==> config.mk <==
export PLATFORM = sky130hd
export DESIGN_NAME = cm_sort_drain
export DESIGN_NICKNAME = d
export VERILOG_FILES = /design/src/rtl/cm_pkg.sv /design/src/rtl/cm_vec_fifo.sv /design/src/rtl/cm_sort_drain.sv
export SDC_FILE = /design/constraint.sdc
export NUM_CORES = 1
export LEC_CHECK = 0
export CORE_ASPECT_RATIO = 0.75
export CORE_MARGIN = 2
export CORE_UTILIZATION = 60
export CTS_CLUSTER_SIZE = 14
export DETAILED_ROUTE_END_ITERATION = 10
export DONT_BUFFER_PORTS = 1
export PLACE_DENSITY = 0.82
export SKIP_LAST_GASP = 1
export SLEW_MARGIN = 15
export SYNTH_ARGS = -nofsm -noshare
export SYNTH_HDL_FRONTEND = slang
export SYNTH_SLANG_ARGS = --single-unit
==> constraint.sdc <==
create_clock -name i_clk -period 3.05 [get_ports i_clk]
set_clock_uncertainty 0.1 [all_clocks]
set_input_delay 0.61 -clock i_clk [delete_from_list [all_inputs] [get_ports i_clk]]
set_output_delay 0.61 -clock i_clk [all_outputs]
set_load 0.02 [all_outputs]
==> src/rtl/cm_pkg.sv <==
// cm_pkg: shared types for the cm_ block family
package cm_pkg;
  typedef enum logic [1:0] {IDLE, LOAD, STREAM} cm_sort_drain_state_e;
endpackage

==> src/rtl/cm_vec_fifo.sv <==
// cm_vec_fifo: DEPTH x W register FIFO with head/next peek, full/empty and count
module cm_vec_fifo #(
  parameter int W = 64,
  parameter int DEPTH = 2,
  localparam int PW = $clog2(DEPTH),
  localparam int CW = $clog2(DEPTH + 1)
) (
  input  logic          i_clk,
  input  logic          i_rst,
  input  logic          i_push,
  input  logic          i_pop,
  input  logic [W-1:0]  i_data,
  output logic [W-1:0]  o_head,
  output logic [W-1:0]  o_next,
  output logic          o_full,
  output logic          o_empty,
  output logic [CW-1:0] o_cnt
);
  logic [W-1:0] mem_q [DEPTH];
  logic [W-1:0] mem_d [DEPTH];
  logic [PW-1:0] wr_q, wr_d, rd_q, rd_d;
  logic [CW-1:0] cnt_q, cnt_d;
  always_comb begin
    mem_d = mem_q;
    if (i_push) mem_d[wr_q] = i_data;
    wr_d = i_push ? wr_q + PW'(1) : wr_q;
    rd_d = i_pop ? rd_q + PW'(1) : rd_q;
    cnt_d = cnt_q + CW'(i_push) - CW'(i_pop);
  end
  always_ff @(posedge i_clk) begin
    if (i_rst) begin
      mem_q <= '{default: '0};
      wr_q <= '0;
      rd_q <= '0;
      cnt_q <= '0;
    end else begin
      mem_q <= mem_d;
      wr_q <= wr_d;
      rd_q <= rd_d;
      cnt_q <= cnt_d;
    end
  end
  // Pointers wrap naturally because DEPTH is a power of two
  assign o_head = mem_q[rd_q];
  assign o_next = mem_q[rd_q + PW'(1)];
  assign o_full = cnt_q == CW'(DEPTH);
  assign o_empty = cnt_q == '0;
  assign o_cnt = cnt_q;
endmodule

==> src/rtl/cm_sort_drain.sv <==
// cm_sort_drain: buffers sorted vectors and streams them element by element on valid/ready
// Optional duplicate suppression is enabled by defining CM_SORT_DRAIN_DEDUP_EN.
module cm_sort_drain
  import cm_pkg::*;
#(
  parameter int DCNT = 4,
  parameter int DWIDTH = 16,
  parameter int BUF_CNT = 2,
  localparam int CW = $clog2(BUF_CNT + 1)
) (
  input  logic                   i_clk,
  input  logic                   i_rst,
  input  logic                   i_vld,
  input  logic [DCNT*DWIDTH-1:0] i_data,
  output logic                   o_vld,
  input  logic                   o_rdy,
  output logic [DWIDTH-1:0]      o_data,
  output logic                   o_last,
  output logic                   o_ovf,
  output logic [CW-1:0]          o_cnt
);
  localparam int IW = $clog2(DCNT);
`ifdef CM_SORT_DRAIN_DEDUP_EN
  localparam bit DEDUP = 1'b1;
`else
  localparam bit DEDUP = 1'b0;
`endif
  typedef logic [DCNT-1:0][DWIDTH-1:0] vec_t;
  cm_sort_drain_state_e state_q, state_d;
  logic [IW-1:0] idx_q, idx_d, nidx;
  logic vld_q, vld_d, last_q, last_d, ovf_q, ovf_d;
  logic [DWIDTH-1:0] data_q, data_d;
  logic full, empty, push, pop, hs, drop;
  vec_t head, nxt;
  // Sorted input lets "equals the final element" stand in for "nothing new remains"
  function automatic logic is_last(vec_t v, logic [IW-1:0] i);
    return DEDUP ? v[i] == v[DCNT-1] : i == IW'(DCNT - 1);
  endfunction
  function automatic logic is_dup(vec_t v, logic [IW-1:0] i);
    return DEDUP && v[i] == v[i-IW'(1)];
  endfunction
  assign hs = vld_q && o_rdy;
  assign pop = hs && last_q;
  assign push = i_vld && (!full || pop);
  assign drop = i_vld && full && !pop;
  cm_vec_fifo #(.W(DCNT * DWIDTH), .DEPTH(BUF_CNT)) u_fifo (
    .i_clk  (i_clk),
    .i_rst  (i_rst),
    .i_push (push),
    .i_pop  (pop),
    .i_data (i_data),
    .o_head (head),
    .o_next (nxt),
    .o_full (full),
    .o_empty(empty),
    .o_cnt  (o_cnt)
  );
  always_comb begin
    state_d = state_q;
    idx_d = idx_q;
    vld_d = vld_q;
    data_d = data_q;
    last_d = last_q;
    ovf_d = ovf_q | drop;
    nidx = idx_q + IW'(1);
    if (state_q == IDLE) begin
      if (!empty) begin
        state_d = LOAD;
        idx_d = '0;
        vld_d = 1'b1;
        data_d = head[0];
        last_d = is_last(head, '0);
      end
    end else if (pop) begin
      state_d = o_cnt > CW'(1) ? LOAD : IDLE;
      idx_d = '0;
      vld_d = o_cnt > CW'(1);
      data_d = o_cnt > CW'(1) ? nxt[0] : '0;
      last_d = o_cnt > CW'(1) ? is_last(nxt, '0) : 1'b0;
    end else begin
      if (state_q == LOAD) state_d = STREAM;
      // A skipped duplicate sits for one cycle with vld low, then advances unconditionally
      if (hs || !vld_q) begin
        idx_d = nidx;
        vld_d = !is_dup(head, nidx);
        data_d = head[nidx];
        last_d = is_last(head, nidx);
      end
    end
  end
  always_ff @(posedge i_clk) begin
    if (i_rst) begin
      state_q <= IDLE;
      idx_q <= '0;
      vld_q <= 1'b0;
      data_q <= '0;
      last_q <= 1'b0;
      ovf_q <= 1'b0;
    end else begin
      state_q <= state_d;
      idx_q <= idx_d;
      vld_q <= vld_d;
      data_q <= data_d;
      last_q <= last_d;
      ovf_q <= ovf_d;
    end
  end
  assign o_vld = vld_q;
  assign o_data = data_q;
  assign o_last = last_q;
  assign o_ovf = ovf_q;
endmodule

==> results.md <==
- Worst-path clk slew: 0.06 ns
- Via density: 6.351
- GRT busiest layer: met2
- Vias in the first global route: 5900
- DRT antenna net count: 0
- Initial antenna violation count: 0
- Met3 Resource Use GR: 0.1106
- CP max stage delay: 0.55 ns
- Met1 GRT Util: 0.3867
- Initial Utilization: 0.6218
- CP startpoint kind: flip-flop
- Worst relative slew slack: 0.4517
- GPL Wtd Cong: 0.8847
- H-tree levels: 4
- Commonest cells after routing, fill and taps aside: nand2_1, dfxtp_1, a21oi_1
- Die height: 96.74 µm
- Max IR drop VDD: 0.4382 mV
- Max_cap viols: 0
- GR Util met2: 0.4714
- RSZ-0062 raised after global routing: no
- Buffer depth of the longest clock path: 2
- N_diodes: 0
- Area of the mapped netlist: 0.006880 mm²
- Fmax: 421.6 MHz
- Status: completed
- Power Dens Cells: 678.6 mW/mm²
- Die Width: 127.7 µm
- Final #Nets: 864
- Core ar.: 0.01107 mm²
- Hold WS: 0.1585 ns
- Final Cycle Share: 0.7776
- Row Count: 33
- Crit path required time: 3.30 ns
- WS Path Type: flip-flop to flip-flop
- Port Buffer Count: 0
- Largest net degree at the start of global routing: 155
- Synth Register Bits: 155
- Post-DP HPWL: 11890 µm
- EDFF count, synth: 0
- DRT Pass-1 Iters: 5
- CTS root buffer: clkbuf_16
- Post_cts resized: 0
- CTS sink cnt: 155
- Initial drt markers: 663
- Syn Nets: 899
- Total Wirelength: 18440 µm
- Worst Tran Pin Value: 0.8224 ns
- Sequential share of the synthesized area: 0.4510
- Minimum clock period: 2.372 ns
- Total CTS buffers: 17
- Yosys warns: 0
- Total grt overflow: 0
- Layout fillers: 876
- Asr flop ratio synth: 0
- Area delta synth->final: 8.292%
- Yosys cell types: 38
- Worst-path cell chain: and3_1 > o21ai_1 > nor2_4 > buf_4 > nand2_1 > a21oi_1
- Clk Latency, worst-skew pair: 0.43 ns
- Final Hold Fails: 0
- Vias after detailed routing: 6021
- Crit path DAT: 2.62 ns
- CTS Hold Bufs: 0
- Crit. End Element: flip-flop
- Final Max Tran Viols: 0
- Pleak: 2.684 nW
- Post-Syn Instances: 830
- Share of post-route cells with drive strength above 1: 0.1002
- Avg Cell Area, Syn: 8.290 µm²
- Wire length per cell: 19.45 µm
- # setup viols final: 0
- CTS tree: built
- # Post-CTS Setup Buffers: 0
- GRT Total Usage: 0.3032
- DIE AREA: 0.01235 mm²
- HP Class: input port to flip-flop
- Ports: 89
- Residual DRC: 0
- Setup TNS Final: 0 ns
- Commonest non-fill, non-tap cell in the layout: nand2_1
- Critical path fanouts, max: 46
- First-pass GRT wire length: 29340 µm
- Ys flop type: dfxtp_1
- Worst path slowest cell: dfxtp_1
- Finished Core Util: 0.6733
## registers in the layout, indices dropped and copies added (netlist names)
signal,flops
o_vld,1
o_last,1
idx_q,2
o_data,16
u_fifo.mem_q,128
u_fifo.rd_q,1
o_ovf,1
u_fifo.wr_q,1
state_q,2
u_fifo.o_cnt,2
## where the power goes
part	switching [mW]	leakage [nW]	internal [mW]
clock network	0.917	0.288	1.18
registers	0.160	1.27	2.16
logic	0.393	1.13	0.245
## metal layers
metal / up-vias / part of all wire / wire length (µm)
li1: 2810 / - / -
met1: 2864 / 0.40 / 7371
met2: 300 / 0.47 / 8597
met3: 47 / 0.11 / 2046
met4: 0 / 0.023 / 423
met5: - / 0 / 0
## final timing paths
check	cells past startpoint	slack, ns	end	startpoint
setup / recovery	6	0.68	u_fifo.mem_q[104]$_SDFFE_PP0P_	o_vld$_SDFFE_PP0P_
hold / removal	1	0.16	u_fifo.mem_q[69]$_SDFFE_PP0P_	i_rst
setup reg to reg	6	0.68	u_fifo.mem_q[104]$_SDFFE_PP0P_	o_vld$_SDFFE_PP0P_
hold reg to reg	2	0.35	u_fifo.mem_q[52]$_SDFFE_PP0P_	u_fifo.mem_q[52]$_SDFFE_PP0P_
## cell families (layout without fill, tap and decap cells)
family / after synthesis / in the layout / share of synthesized area
mux: 48 / 48 / 0.1058
buf+inv: 71 / 49 / 0.04855
xor+xnor: 3 / 3 / 0.003820
simple gates: 343 / 343 / 0.1984
compound gates: 209 / 209 / 0.1906
fa+ha+maj: 1 / 1 / 0.001818
flops: 155 / 155 / 0.4510
## worst max-delay path, delay by kind of cell, from the launching register on
family / cells / cell delay, ns
buffers and inverters: 1 / 0.47
AOI/OAI and AO/OA: 2 / 0.43
and+or+nand+nor: 3 / 0.72
DFF: 1 / 0.55
## synth_stat cells (all sizes together), types with 4 or more instances
| cell type | instances | share of area |
|---|---|---|
| a21oi | 134 | 0.097 |
| a311oi | 6 | 0.0076 |
| a211oi | 12 | 0.013 |
| nor2 | 29 | 0.017 |
| a22oi | 21 | 0.023 |
| a221oi | 19 | 0.031 |
| nand3 | 13 | 0.0095 |
| nand2 | 277 | 0.15 |
| clkbuf | 28 | 0.015 |
| nand2b | 4 | 0.0036 |
| nor2b | 7 | 0.0064 |
| buf | 40 | 0.032 |
| a311o | 4 | 0.0058 |
| mux2i | 27 | 0.039 |
| mux4 | 19 | 0.062 |
| a21o | 4 | 0.0044 |
| dfxtp | 155 | 0.45 |
## through the flow
step           area (µm²)  worst slack [ns]  total power [mW]  instances
3_5_place_dp         6865            0.7059             2.989        916
2_1_floorplan        6880            0.6697             2.846        830
3_3_place_gp         6865            0.8040             2.954        916
4_1_cts              7451            0.6913             5.069        948
5_1_grt              7451            0.5484             5.256        948
6_report             7451            0.6783             5.056        948
## area by class of cell
| cell class | count | area [µm²] | share of cell area |
|---|---|---|---|
| Tap cell | 140 | 175.2 | 0.02351 |
| Multi-Input combinational cell | 604 | 3470 | 0.4657 |
| Clock buffer | 18 | 439.2 | 0.05894 |
| Inverter | 3 | 11.26 | 0.001511 |
| Clock inverter | 14 | 146.4 | 0.01965 |
| Sequential cell | 155 | 3104 | 0.4166 |
| Timing Repair Buffer | 14 | 105.1 | 0.01411 |
(Power assumes the default switching activity.)
